<file path="src/rtl/fix_recursion_bank_pkg.sv">
// Shared fixed-point types for the lookback recursion bank: state word,
// complex pair, bank FSM states and saturation limits.
package fix_recursion_bank_pkg;

  localparam int unsigned N_INT  = 9;
  localparam int unsigned N_MANT = 15;
  localparam int unsigned FIX_W  = N_INT + N_MANT + 1;

  typedef logic signed [FIX_W-1:0] fix_t;

  typedef struct packed {
    fix_t re;
    fix_t im;
  } cplx_t;

  typedef enum logic [1:0] {IDLE, RUN, DRAIN, DONE} state_e;

  localparam fix_t FIX_MAX = {1'b0, {(FIX_W-1){1'b1}}};
  localparam fix_t FIX_MIN = {1'b1, {(FIX_W-1){1'b0}}};

endpackage

</file>
<file path="src/rtl/fix_recursion_bank_cmult.sv">
// fix_cmult_pipe: complex multiply (s*L) with floor shift by N_MANT and a
// STAGES-deep register pipeline carrying a valid bit and a channel tag.
module fix_cmult_pipe
  import fix_recursion_bank_pkg::*;
#(
  parameter int unsigned W      = FIX_W,
  parameter int unsigned N_MANT = 15,
  parameter int unsigned STAGES = 2,
  parameter int unsigned TAG_W  = 2
) (
  input  logic                 clkRecurse,
  input  logic                 rst,
  input  logic                 in_valid,
  input  logic [TAG_W-1:0]     in_tag,
  input  logic signed [W-1:0]  a_re,
  input  logic signed [W-1:0]  a_im,
  input  logic signed [W-1:0]  b_re,
  input  logic signed [W-1:0]  b_im,
  output logic                 out_valid,
  output logic [TAG_W-1:0]     out_tag,
  output logic signed [2*W:0]  p_re,
  output logic signed [2*W:0]  p_im
);

  localparam int unsigned MW = 2 * W;
  localparam int unsigned PW = 2 * W + 1;

  logic signed [MW-1:0] m_rr, m_ii, m_ir, m_ri;
  logic signed [PW-1:0] re_c, im_c;

  logic [STAGES-1:0]            vld_d, vld_q;
  logic [STAGES-1:0][TAG_W-1:0] tag_d, tag_q;
  logic [STAGES-1:0][PW-1:0]    re_d, re_q, im_d, im_q;

  // Full-precision products; the shift floors because the sums are signed.
  always_comb begin
    m_rr = MW'(a_re) * MW'(b_re);
    m_ii = MW'(a_im) * MW'(b_im);
    m_ir = MW'(a_im) * MW'(b_re);
    m_ri = MW'(a_re) * MW'(b_im);
    re_c = (PW'(m_rr) - PW'(m_ii)) >>> N_MANT;
    im_c = (PW'(m_ir) + PW'(m_ri)) >>> N_MANT;

    vld_d[0] = in_valid;
    tag_d[0] = in_tag;
    re_d[0]  = re_c;
    im_d[0]  = im_c;
    for (int unsigned s = 1; s < STAGES; s++) begin
      vld_d[s] = vld_q[s-1];
      tag_d[s] = tag_q[s-1];
      re_d[s]  = re_q[s-1];
      im_d[s]  = im_q[s-1];
    end
  end

  always_ff @(posedge clkRecurse) begin
    if (!rst) begin
      vld_q <= '0;
      tag_q <= '0;
      re_q  <= '0;
      im_q  <= '0;
    end else begin
      vld_q <= vld_d;
      tag_q <= tag_d;
      re_q  <= re_d;
      im_q  <= im_d;
    end
  end

  assign out_valid = vld_q[STAGES-1];
  assign out_tag   = tag_q[STAGES-1];
  assign p_re      = re_q[STAGES-1];
  assign p_im      = im_q[STAGES-1];

endmodule

</file>
<file path="src/rtl/fix_recursion_bank.sv">
// Channel-serial bank of complex recursions s_c <= L_c*s_c + u_c sharing one
// pipelined multiplier. Define RECURSION_SATURATE_EN to saturate the final add.
module fix_recursion_bank
  import fix_recursion_bank_pkg::*;
#(
  parameter int unsigned NCH         = 4,
  parameter int unsigned n_int       = N_INT,
  parameter int unsigned n_mant      = N_MANT,
  parameter int unsigned MULT_STAGES = 2,
  parameter logic [NCH-1:0][n_int+n_mant:0] FACT_R = '0,
  parameter logic [NCH-1:0][n_int+n_mant:0] FACT_I = '0
) (
  input  logic                                clkRecurse,
  input  logic                                rst,
  input  logic                                clr,
  input  logic                                in_valid,
  output logic                                in_ready,
  input  logic [NCH*(n_int+n_mant+1)-1:0]     inR,
  input  logic [NCH*(n_int+n_mant+1)-1:0]     inI,
  output logic                                out_valid,
  output logic [NCH*(n_int+n_mant+1)-1:0]     outR,
  output logic [NCH*(n_int+n_mant+1)-1:0]     outI
);

  localparam int unsigned W    = n_int + n_mant + 1;
  localparam int unsigned PW   = 2 * W + 1;
  localparam int unsigned SW   = PW + 1;
  localparam int unsigned CH_W = (NCH > 1) ? $clog2(NCH) : 1;
  localparam int unsigned DR_W = (MULT_STAGES > 1) ? $clog2(MULT_STAGES) : 1;

  state_e                  state_q, state_d;
  logic [CH_W-1:0]         ch_q, ch_d;
  logic [DR_W-1:0]         drn_q, drn_d;
  logic [NCH-1:0][W-1:0]   ubr_q, ubr_d, ubi_q, ubi_d;
  logic [NCH-1:0][W-1:0]   sr_q, sr_d, si_q, si_d;
  logic                    in_ready_q, in_ready_d;
  logic                    out_valid_q, out_valid_d;

  logic                    issue_c;
  logic signed [W-1:0]     op_re, op_im, fac_re, fac_im;
  logic                    pv;
  logic [CH_W-1:0]         ptag;
  logic signed [PW-1:0]    p_re, p_im;
  logic signed [W-1:0]     u_re, u_im, wb_re, wb_im;
  logic signed [SW-1:0]    sum_re, sum_im;

  // Reduce the exact sum to a state word: clamp or two's-complement wrap.
  function automatic logic signed [W-1:0] fold(input logic signed [SW-1:0] s);
`ifdef RECURSION_SATURATE_EN
    if (s > SW'(FIX_MAX))      return FIX_MAX;
    else if (s < SW'(FIX_MIN)) return FIX_MIN;
    else                       return W'(s);
`else
    return W'(s);
`endif
  endfunction

  always_comb begin
    op_re  = sr_q[ch_q];
    op_im  = si_q[ch_q];
    fac_re = FACT_R[ch_q];
    fac_im = FACT_I[ch_q];
    u_re   = ubr_q[ptag];
    u_im   = ubi_q[ptag];
    sum_re = SW'(p_re) + SW'(u_re);
    sum_im = SW'(p_im) + SW'(u_im);
    wb_re  = fold(sum_re);
    wb_im  = fold(sum_im);
  end

  fix_cmult_pipe #(
    .W      (W),
    .N_MANT (n_mant),
    .STAGES (MULT_STAGES),
    .TAG_W  (CH_W)
  ) u_cmult (
    .clkRecurse (clkRecurse),
    .rst        (rst),
    .in_valid   (issue_c),
    .in_tag     (ch_q),
    .a_re       (op_re),
    .a_im       (op_im),
    .b_re       (fac_re),
    .b_im       (fac_im),
    .out_valid  (pv),
    .out_tag    (ptag),
    .p_re       (p_re),
    .p_im       (p_im)
  );

  // Next-state, channel scheduling and per-channel writeback.
  always_comb begin
    state_d = state_q;
    ch_d    = ch_q;
    drn_d   = drn_q;
    ubr_d   = ubr_q;
    ubi_d   = ubi_q;
    sr_d    = sr_q;
    si_d    = si_q;
    issue_c = 1'b0;

    if (pv) begin
      sr_d[ptag] = wb_re;
      si_d[ptag] = wb_im;
    end

    case (state_q)
      IDLE: begin
        if (in_valid && in_ready_q) begin
          ubr_d   = inR;
          ubi_d   = inI;
          ch_d    = '0;
          state_d = RUN;
        end else if (clr) begin
          sr_d = '0;
          si_d = '0;
        end
      end
      RUN: begin
        issue_c = 1'b1;
        if (ch_q == CH_W'(NCH - 1)) begin
          ch_d    = '0;
          drn_d   = '0;
          state_d = DRAIN;
        end else begin
          ch_d = ch_q + CH_W'(1);
        end
      end
      DRAIN: begin
        if (drn_q == DR_W'(MULT_STAGES - 1)) state_d = DONE;
        else                                 drn_d   = drn_q + DR_W'(1);
      end
      DONE: state_d = IDLE;
    endcase

    in_ready_d  = (state_d == IDLE);
    out_valid_d = (state_d == DONE);
  end

  always_ff @(posedge clkRecurse) begin
    if (!rst) begin
      state_q     <= IDLE;
      ch_q        <= '0;
      drn_q       <= '0;
      ubr_q       <= '0;
      ubi_q       <= '0;
      sr_q        <= '0;
      si_q        <= '0;
      in_ready_q  <= 1'b0;
      out_valid_q <= 1'b0;
    end else begin
      state_q     <= state_d;
      ch_q        <= ch_d;
      drn_q       <= drn_d;
      ubr_q       <= ubr_d;
      ubi_q       <= ubi_d;
      sr_q        <= sr_d;
      si_q        <= si_d;
      in_ready_q  <= in_ready_d;
      out_valid_q <= out_valid_d;
    end
  end

  assign in_ready  = in_ready_q;
  assign out_valid = out_valid_q;
  assign outR      = sr_q;
  assign outI      = si_q;

endmodule

</file>
<file path="config.mk">
export PLATFORM = sky130hd
export DESIGN_NAME = fix_recursion_bank
export DESIGN_NICKNAME = d
export VERILOG_FILES = /design/src/rtl/fix_recursion_bank_pkg.sv /design/src/rtl/fix_recursion_bank_cmult.sv /design/src/rtl/fix_recursion_bank.sv
export SDC_FILE = /design/constraint.sdc
export NUM_CORES = 1
export LEC_CHECK = 0
export CAP_MARGIN = 20
export CORE_ASPECT_RATIO = 1.1
export CORE_MARGIN = 2
export CORE_UTILIZATION = 29
export CTS_CLUSTER_SIZE = 40
export DETAILED_ROUTE_END_ITERATION = 8
export PLACE_DENSITY = 0.61
export SLEW_MARGIN = 20
export SYNTH_ARGS = -nofsm -noshare
export SYNTH_HDL_FRONTEND = slang
export SYNTH_SLANG_ARGS = --single-unit
</file>
<file path="constraint.sdc">
create_clock -name clkRecurse -period 3.85 [get_ports clkRecurse]
set_clock_uncertainty 0.05 [all_clocks]
set_input_delay 0.77 -clock clkRecurse [delete_from_list [all_inputs] [get_ports clkRecurse]]
set_output_delay 0.77 -clock clkRecurse [all_outputs]
set_load 0.01 [all_outputs]
</file>
; After elaboration in Yosys (flattened, before gate mapping)
; Index checks and enable logic that the tools add are counted.
[totals]
reg_bits = 513
wordCells = 88
in_bits = 204
[classes]
n_reduce_logical = 9
addsub = 6
muxes = 33
magnitude_cmp = 3
n_eq_ne = 7
multipliers = 2
[ops]
columns = op, count
row1 = 2-to-1 mux 100 bit, 8
row2 = binary-select mux 25 bit (select 2 bit), 5
row3 = bitwise mux 100 bit, 2
row4 = 2-to-1 mux 25 bit, 6
row5 = multiplier 25 x 25 -> 40 bit, 2
row6 = adder 25 bit, 2
row7 = demux 25 bit (select 2 bit), 1
row8 = adder 40 bit, 1
row9 = subtractor 40 bit, 1
row10 = 2-to-1 mux 2 bit, 5
row11 = == test 2 bit (second input constant), 4
row12 = one-hot mux 2 bit (4 select lines), 1
row13 = < comparator 2 x 3 -> 1 bit (second input constant), 2
row14 = AND reduction 2 bit, 3
row15 = logical NOT 2 bit, 2
row16 = != test 2 bit (second input constant), 2
row17 = one-hot mux 2 bit (2 select lines), 1
row18 = nonzero test 2 bit, 2
row19 = 2-to-1 mux 1 bit, 3
row20 = adder 2 x 1 -> 2 bit (second input constant), 1
row21 = == test 2 x 1 -> 1 bit (second input constant), 1
row22 = greater-or-equal comparator 2 x 1 -> 1 bit (second input constant), 1
row23 = logical AND 1 bit, 2
row24 = one-hot mux 1 bit (2 select lines), 1
row25 = adder 1 bit (second input constant), 1

; Depth between registers and ports, before layout
; Gate-level depths: netlist of the first run.
[logic_depth]
ltp_word = 9
mapped_depth = 6

; By module
; From an unflattened synthesis of the first run, not the netlist that was laid out.
[hier_totals]
hier_cells = 12635
area_unflattened_um2 = 116843.3
[modules_own_cells]
columns = module, area_per_inst_um2, n_inst, cells_per_inst
row1 = fix_cmult_pipe, 97959.0, 1, 10424
row2 = fix_recursion_bank, 18884.4, 1, 2211

; Worst setup path after synthesis of the first run
; Ideal clock, no wire load.
[synth_path]
path_type = input port to flip-flop
startpoint = input in_valid
endpoint = register si_q, in the netlist outI[10]
required_time_ns = 3.680
setup_time_ns = 0.120
arrival_ns = 1.572
path_slack_ns = 2.108
stages = 5
path_cell_list = a211o_1 o21ai_1 buf_4 buf_2 a21oi_1
[synth_between]
elab_chain_cells = 3
[synth_lines]
columns = item, line_no
row1 = from (decl), fix_recursion_bank.sv:16  ; input logic in_valid,
row2 = logical AND 1 bit, fix_recursion_bank.sv:109  ; if (in_valid && in_ready_q) begin
row3 = 2-to-1 mux 100 bit, fix_recursion_bank.sv:109
row4 = 2-to-1 mux 100 bit, fix_recursion_bank.sv:107  ; case (state_q)
row5 = to (signal assigned), fix_recursion_bank.sv:158  ; si_q <= si_d;
row6 = to (decl), fix_recursion_bank.sv:35  ; logic [NCH-1:0][W-1:0] sr_q, sr_d, si_q, si_d;
; Every way passes these cells.
; A chain may end at the register's enable or synchronous reset.

; Worst setup path after layout of the first run
[layout_path]
startpoint = register in_ready_q, in the netlist in_ready
endpoint = output in_ready
[layout_rtl]
columns = item, line_no
row1 = from (decl), fix_recursion_bank.sv:36  ; logic in_ready_q, in_ready_d;
row2 = from (signal assigned), fix_recursion_bank.sv:159  ; in_ready_q <= in_ready_d;
row3 = to (decl), fix_recursion_bank.sv:17  ; output logic in_ready,
; No word-level cell between the ends.

==> results of run 1 <==
## metrics by stage
stage	std cells	area [um2]	setup WS (ns)
2_1_floorplan	1787	15200	2.11
3_3_place_gp	2740	19400	1.10
3_5_place_dp	2740	19400	1.07
4_1_cts	2818	20800	1.35
5_1_grt	2822	20800	1.33
6_report	2823	20800	1.40
## cell families (layout without fill, tap and decap cells)
| logic type | count (synthesis) | after routing |
|---|---|---|
| buffers and inverters | 138 | 502 |
| DFF | 413 | 413 |
| AOI/OAI and AO/OA | 409 | 409 |
| and+or+nand+nor | 826 | 826 |
| other | 0 | 5 |
| adders and majority gates | 1 | 1 |
## placed cells by master (no fill, tap or decap), types with 3 or more instances in the layout
cell type / n
sky130_fd_sc_hd__nand2_2: 30
sky130_fd_sc_hd__clkbuf_1: 13
sky130_fd_sc_hd__a21boi_2: 30
sky130_fd_sc_hd__bufinv_16: 3
sky130_fd_sc_hd__nand2_1: 771
sky130_fd_sc_hd__a21oi_1: 202
sky130_fd_sc_hd__buf_12: 7
sky130_fd_sc_hd__dfxtp_1: 413
sky130_fd_sc_hd__buf_4: 12
sky130_fd_sc_hd__clkinv_2: 4
sky130_fd_sc_hd__clkbuf_8: 9
sky130_fd_sc_hd__clkdlybuf4s50_1: 404
sky130_fd_sc_hd__a21boi_0: 3
sky130_fd_sc_hd__diode_2: 5
sky130_fd_sc_hd__a21boi_1: 169
sky130_fd_sc_hd__nor2b_1: 4
sky130_fd_sc_hd__and2_1: 6
sky130_fd_sc_hd__clkbuf_16: 45
## power by group through the flow
stage	clock, mW	combinational [mW]	sequential [mW]
floorplan	0	0.413	4.53
global placement	0	0.673	4.54
detailed placement	0	0.684	4.54
CTS	4.39	0.687	4.45
global route	4.55	0.738	4.46
finish	4.25	0.673	4.45
## path summary, 6_finish.rpt
path	endpoint	slack, ns	cells after the start
max	in_ready	1.40	1
min	u_cmult.out_tag[0]	0.39	1
max reg2reg	outI[67]	1.82	4
min reg2reg	u_cmult.out_tag[0]	0.39	1
## state kept, by name, indices dropped and copies added (netlist names), 2 cells and up
signal / count
u_cmult.tag_d: 2
outI: 100
ubi_q: 100
u_cmult.out_tag: 2
outR: 100
state_q: 2
u_cmult.vld_q: 2
ubr_q: 100
ch_q: 2
## area by class of cell
cell class                 count  area (um2)  share of cell area
timing repair buffer         423        4270               0.205
sequential                   413        8270               0.397
clock buffer                  67        1300              0.0623
tap                          667         835              0.0401
clock inverter                11         145             0.00697
antenna                        5        12.5            0.000600
inverter                       1        3.75            0.000180
multi-input combinational   1236        6000               0.288
## metal layers
metal | up-vias | part of all wire | track usage
li1 | 6400 | - | -
met1 | 6058 | 0.42 | 0.190
met2 | 306 | 0.49 | 0.274
met3 | 58 | 0.065 | 0.0454
met4 | 6 | 0.019 | 0.0489
met5 | - | 0.00092 | 0
==> results.md, run 1 <==
- Outcome: completed
- Largest driver fanout on the critical path: 4
- Final ANT Viol Nets: 0
- Standby leakage power: ~6.9 nW
- Setup bufs post-CTS: 0
- Data required time of the worst path: slightly above 3 ns
- Crit Path Class: flip-flop to output pin
- Share of synthesized area occupied by flip-flops and latches: 0.545
- Standard cell with the maximum stage delay on the critical path: sky130_fd_sc_hd__clkdlybuf4s50_1
- Final critical path time including I/O delays and setup: between 2 and 2.5 ns
- Critical Path Source: in_ready
- DR DRC count: 0
- Chip height: about 240 um
- Pwr/cell area: 450 nW/um2
- Initial Util: 0.295
- Endpoint arrival time on the critical path: 1.63 ns
- WP buf/inv: 1
- Number of hold-slack violations in the final timing report: 0
- CTS root buffer: sky130_fd_sc_hd__clkbuf_16
- Syn_nets: between 1,500 and 2,000
- Pin count of the biggest net entering global routing: ~110
- Area growth from synthesis to layout: 37.3%
- Dominant combinational cell family by area after synthesis: simple AND/OR/NAND/NOR gates
- Total gr overflow: 0
- Worst stage delay on the critical path: just over 0.6 ns
- Fraction of final layout cells with drive strength greater than 1: 0.0711
- Library cell with the highest instance count after synthesis: sky130_fd_sc_hd__nand2_1
- Total clock buffers created by CTS: 45
- Number of clock sinks: 413
- Final clock period utilization by the worst path: 0.635
- Share of async-settable or async-resettable flops after synthesis: 0
- Wire length reported by the detailed router: roughly 45 mm
- Number of cell rows: 87
- Util after Layout: 0.405
- Seq pwr share: 0.475
- Clock Tree Buf Depth: 3
- Synth Cell Area: ~15,000 um2
- Library cell with the largest summed area after synthesis: sky130_fd_sc_hd__dfxtp_1
- Cell-by-cell listing of the critical path: clkdlybuf4s50_1
- Area share of xor/xnor cells in the synthesized design: 0
- Startpoint type of the worst setup path: flip-flop
- DR WL/cell: 15.8 um
- Hold wc startpoint: u_cmult.tag_d[2]
- Max Slew Vio Count: 0
- Vias per cell: 4.54
- Origin of the critical flop-to-flop path: u_cmult.out_tag[1]
- Seq cells post-synth: a little over 400
- Fraction of synthesized area in multiplexers: 0
- H-tree Lvls: 2
- Number of global-route vias before repair: around 12,000
- Prevailing post-synth register cell: sky130_fd_sc_hd__dfxtp_1
- Net switching power of the design: 2.13 mW
- Number of nets in the layout: 2,325
- Post-DP HPWL: between 20 and 30 mm
- Boundary Pins: 406
- RSZ-0062 raised after global routing: no
- Cell Int Power: a little over 7 mW
- Std-Cell Core Area: roughly 51,000 um2
- 1st-pass router iterations: 5
- Die area: approximately 54,000 um2
- Hold buffer count at CTS: 0
- PostCTS Resize Cnt: 0
- Synth Area in Compound Gates: 0.176
- Share of total power in combinational logic: 0.072
- Smallest hold slack: 0.385 ns
- Antenna violations before repair: 7
- Global-route wire length before repair: between 60 and 70 mm
- Count of mapped cells out of synthesis: about 1,800
- Sum of negative setup slack: 0 ns
- Die Wd: about 220 um
- Clock group share of total power: 0.454
- Slew at the pin closest to its max-slew limit: 1.10 ns
- Reg clk slew, reported paths: approximately 0.060 ns
- Switching part of the total power: 0.227
- Most frequent cells after synthesis: sky130_fd_sc_hd__nand2_1 (771), sky130_fd_sc_hd__dfxtp_1 (413), sky130_fd_sc_hd__a21oi_1 (202), sky130_fd_sc_hd__a21boi_1 (169), sky130_fd_sc_hd__clkbuf_1 (35)
- Tot GR Track Use: 0.158
- Basic-gate share of the synthesized area counting and, or, nand and nor cells: 0.216
- Worst-case headroom to the max-slew limit: 0.265
- Proportion of netlist area held by the largest area contributor: 0.545
- Total of fill cells in the finished design: around 5,200
- CP delay by family, top: buffers and inverters
- Number of buffers added on ports: ~410
- Final setup viols: 0
- Vias: ~13,000
- Average size of a mapped cell: roughly 8.5 um2
- Highest Clock Rate: between 0.4 and 0.5 GHz
- Ys Warns: 0
- Drt initial violations: 702
- Worst-Skew Late Latency: roughly 0.56 ns
- Largest vdd supply drop: 0.275 mV
- Number of synthesized flops with an enable pin: 0
- Number of distinct standard cells referenced by the synthesized netlist: 33
- Type of the tightest min-delay check: flip-flop to flip-flop
- Endpoint type of the worst setup path: output pin
- Arithmetic-cell share of the synthesized area counting full adders, half adders and majority gates: 0.000824
- Number of maximum-capacitance constraint violations: 0
- Largest cells by area after synthesis: sky130_fd_sc_hd__dfxtp_1 (54%), sky130_fd_sc_hd__nand2_1 (19%), sky130_fd_sc_hd__a21boi_1 (8.4%), sky130_fd_sc_hd__a21oi_1 (6.7%), sky130_fd_sc_hd__buf_6 (2.4%)
- Clock tree from TritonCTS: done
- Final weighted congestion in routability-driven placement: 0.780
- Design Power: 9.38 mW
Power figures use the tool's default switching activity.
==> run 2, diff against run 1 <==
PLACE_DENSITY = 0.63   (was 0.61)
clock period = 2.2 ns   (was 3.85 ns; I/O delays follow)
==> results.md, run 2 (synthesized netlist as in run 1, its figures left out) <==
- Util after Layout: 0.416 (+0.0111)
- Final clock period utilization by the worst path: 0.952
- Chip height: 244 um (unchanged)
- Endpoint arrival time on the critical path: 1.60 ns (-0.03 ns)
- Number of clock sinks: 413 (unchanged)
- Standard cell with the maximum stage delay on the critical path: sky130_fd_sc_hd__clkdlybuf4s50_1
- Type of the tightest min-delay check: input port to flip-flop
- Total gr overflow: 0 (unchanged)
- PostCTS Resize Cnt: 0 (unchanged)
- Global-route wire length before repair: 69.8 mm (+1.3%)
- Number of cell rows: 87 (unchanged)
- Commonest non-fill, non-tap cell in the layout: sky130_fd_sc_hd__nand2_1
- Number of hold-slack violations in the final timing report: 0 (unchanged)
- Total of fill cells in the finished design: 5,153 (-1.8%)
- Post-DP HPWL: 30.8 mm (+9.4%)
- Wire length reported by the detailed router: 45.4 mm (+1.8%)
- Most frequent cells in the layout: sky130_fd_sc_hd__nand2_1 (771), sky130_fd_sc_hd__dfxtp_1 (413), sky130_fd_sc_hd__clkdlybuf4s50_1 (404), sky130_fd_sc_hd__a21oi_1 (202), sky130_fd_sc_hd__a21boi_1 (169)
- Total clock buffers created by CTS: 45 (unchanged)
- Final ANT Viol Nets: 0 (unchanged)
- Largest vdd supply drop: 0.463 mV (+68%)
- Net switching power of the design: 3.75 mW (+76%)
- Worst stage delay on the critical path: 0.61 ns (about the same)
- RSZ-0062 raised after global routing: no
- Clock group share of total power: 0.443 (-0.011)
- Number of maximum-capacitance constraint violations: 0 (unchanged)
- Final Instance Count excl. Fillers: 2,860 (+1.3%)
- CP delay by family, top: buffers and inverters
- Standby leakage power: 7.20 nW (+4.1%)
- Number of buffers added on ports: 405 (unchanged)
- WP buf/inv: 1 (unchanged)
- Sum of negative setup slack: 0 ns (unchanged)
- Placed inst area: 20,000 um2 (+3.1%)
- CTS root buffer: sky130_fd_sc_hd__clkbuf_16
- Antenna violations before repair: 4 (-3)
- Startpoint type of the worst setup path: flip-flop
- Setup bufs post-CTS: 0 (unchanged)
- Total non-filler cell area in the finished layout: 21,400 um2 (+2.7%)
- Pin count of the biggest net entering global routing: 97 (-13%)
- Clock Tree Buf Depth: 3 (unchanged)
- Crit Path Class: flip-flop to output pin
- Share of total power in combinational logic: 0.082 (+0.010)
- Endpoint type of the worst setup path: output pin
- Area of the multi-input gates: 6000 um2 (unchanged)
- DR DRC count: 0 (unchanged)
- Seq pwr share: 0.476 (about the same)
- Cell-by-cell listing of the critical path: clkdlybuf4s50_1
- Highest Clock Rate: roughly 0.48 GHz
- Initial Util: 0.295 (unchanged)
- Cell total after placement: 2,779 (+1.4%)
- Slew at the pin closest to its max-slew limit: 0.487 ns (-0.615 ns)
- DR WL/cell: 15.9 um (+0.49%)
- Vias per cell: 4.56 (+0.28%)
- Storage cell area: 8270 um2 (unchanged)
- Worst-case headroom to the max-slew limit: 0.675 (+0.410)
- Tot GR Track Use: 0.162 (+0.00304)
- Final critical path time including I/O delays and setup: 2.09 ns
- Std-Cell Core Area: 51,500 um2 (unchanged)
- Data required time of the worst path: 1.71 ns (-1.32 ns)
- Area growth from synthesis to layout: 41.0%
- Clock tree from TritonCTS: done
- Boundary Pins: 406 (unchanged)
- Die area: 54,200 um2 (unchanged)
- Worst-Skew Late Latency: 0.56 ns (about the same)
- Max Slew Vio Count: 0 (unchanged)
- Vias: 13,000 (+1.6%)
- Reg clk slew, reported paths: 0.06 ns (about the same)
- Cell Int Power: 12.6 mW (+74%)
- Switching part of the total power: 0.229 (+0.00218)
- Fraction of final layout cells with drive strength greater than 1: 0.0886 (+0.0175)
- Pwr/cell area: 765 nW/um2 (+70%)
- 1st-pass router iterations: 7 (+2)
- Number of global-route vias before repair: 12,800 (+2.8%)
- H-tree Lvls: 2 (unchanged)
- Hold buffer count at CTS: 0 (unchanged)
- Drt initial violations: 604 (-14%)
- Largest driver fanout on the critical path: 4 (unchanged)
- Number of nets in the layout: 2,364 (+1.7%)
- Final setup viols: 0 (unchanged)
- Outcome: completed
- Die Wd: 222 um (unchanged)
- Final weighted congestion in routability-driven placement: 0.804 (+3.1%)
[run 2: power by group through the flow]
| stage | logic, mW | registers [mW] | clock network (mW) |
|---|---|---|---|
| 2_1_floorplan | 0.722 | 7.92 | 0 |
| 4_1_cts | 1.36 | 7.78 | 7.47 |
| 6_report | 1.34 | 7.79 | 7.24 |
| 3_3_place_gp | 1.34 | 7.94 | 0 |
| 5_1_grt | 1.46 | 7.81 | 7.75 |
| 3_5_place_dp | 1.36 | 7.95 | 0 |
[run 2: per-stage QoR]
step | hold WS, ns | total power, mW | setup WS [ns]
after floorplan | 0.362 | 8.64 | 0.788
after global placement | 0.364 | 9.28 | 0.162
after detailed placement | 0.368 | 9.31 | 0.126
after CTS | 0.327 | 16.6 | 0.0528
after global routing | 0.351 | 17.0 | 0.0466
final | 0.371 | 16.4 | 0.106
[run 2: layout make-up]
cell class,count,area share
clock inverter,14,0.00532
sequential,413,0.386
inverter,1,0.000175
antenna,3,0.000351
tap,667,0.0390
multi-input combinational,1236,0.280
timing repair buffer,462,0.228
clock buffer,64,0.0607
[run 2: per-layer routing]
| metal | share of wire | up-vias | GRT usage |
|---|---|---|---|
| met2 | 0.49 | 357 | 0.284 |
| met5 | 0.00029 | - | 0 |
| met4 | 0.034 | 2 | 0.0729 |
| met3 | 0.065 | 81 | 0.0398 |
| met1 | 0.41 | 6120 | 0.185 |
| li1 | - | 6473 | - |
[run 2: worst paths after layout]
kind                    start                 end  slack [ns]  cells past startpoint
max                  in_ready            in_ready        0.11                      1
min                   inI[24]           ubi_q[24]        0.37                      3
max reg2reg  u_cmult.vld_q[1]            outR[12]        0.55                      4
min reg2reg  u_cmult.tag_d[2]  u_cmult.out_tag[0]        0.38                      1
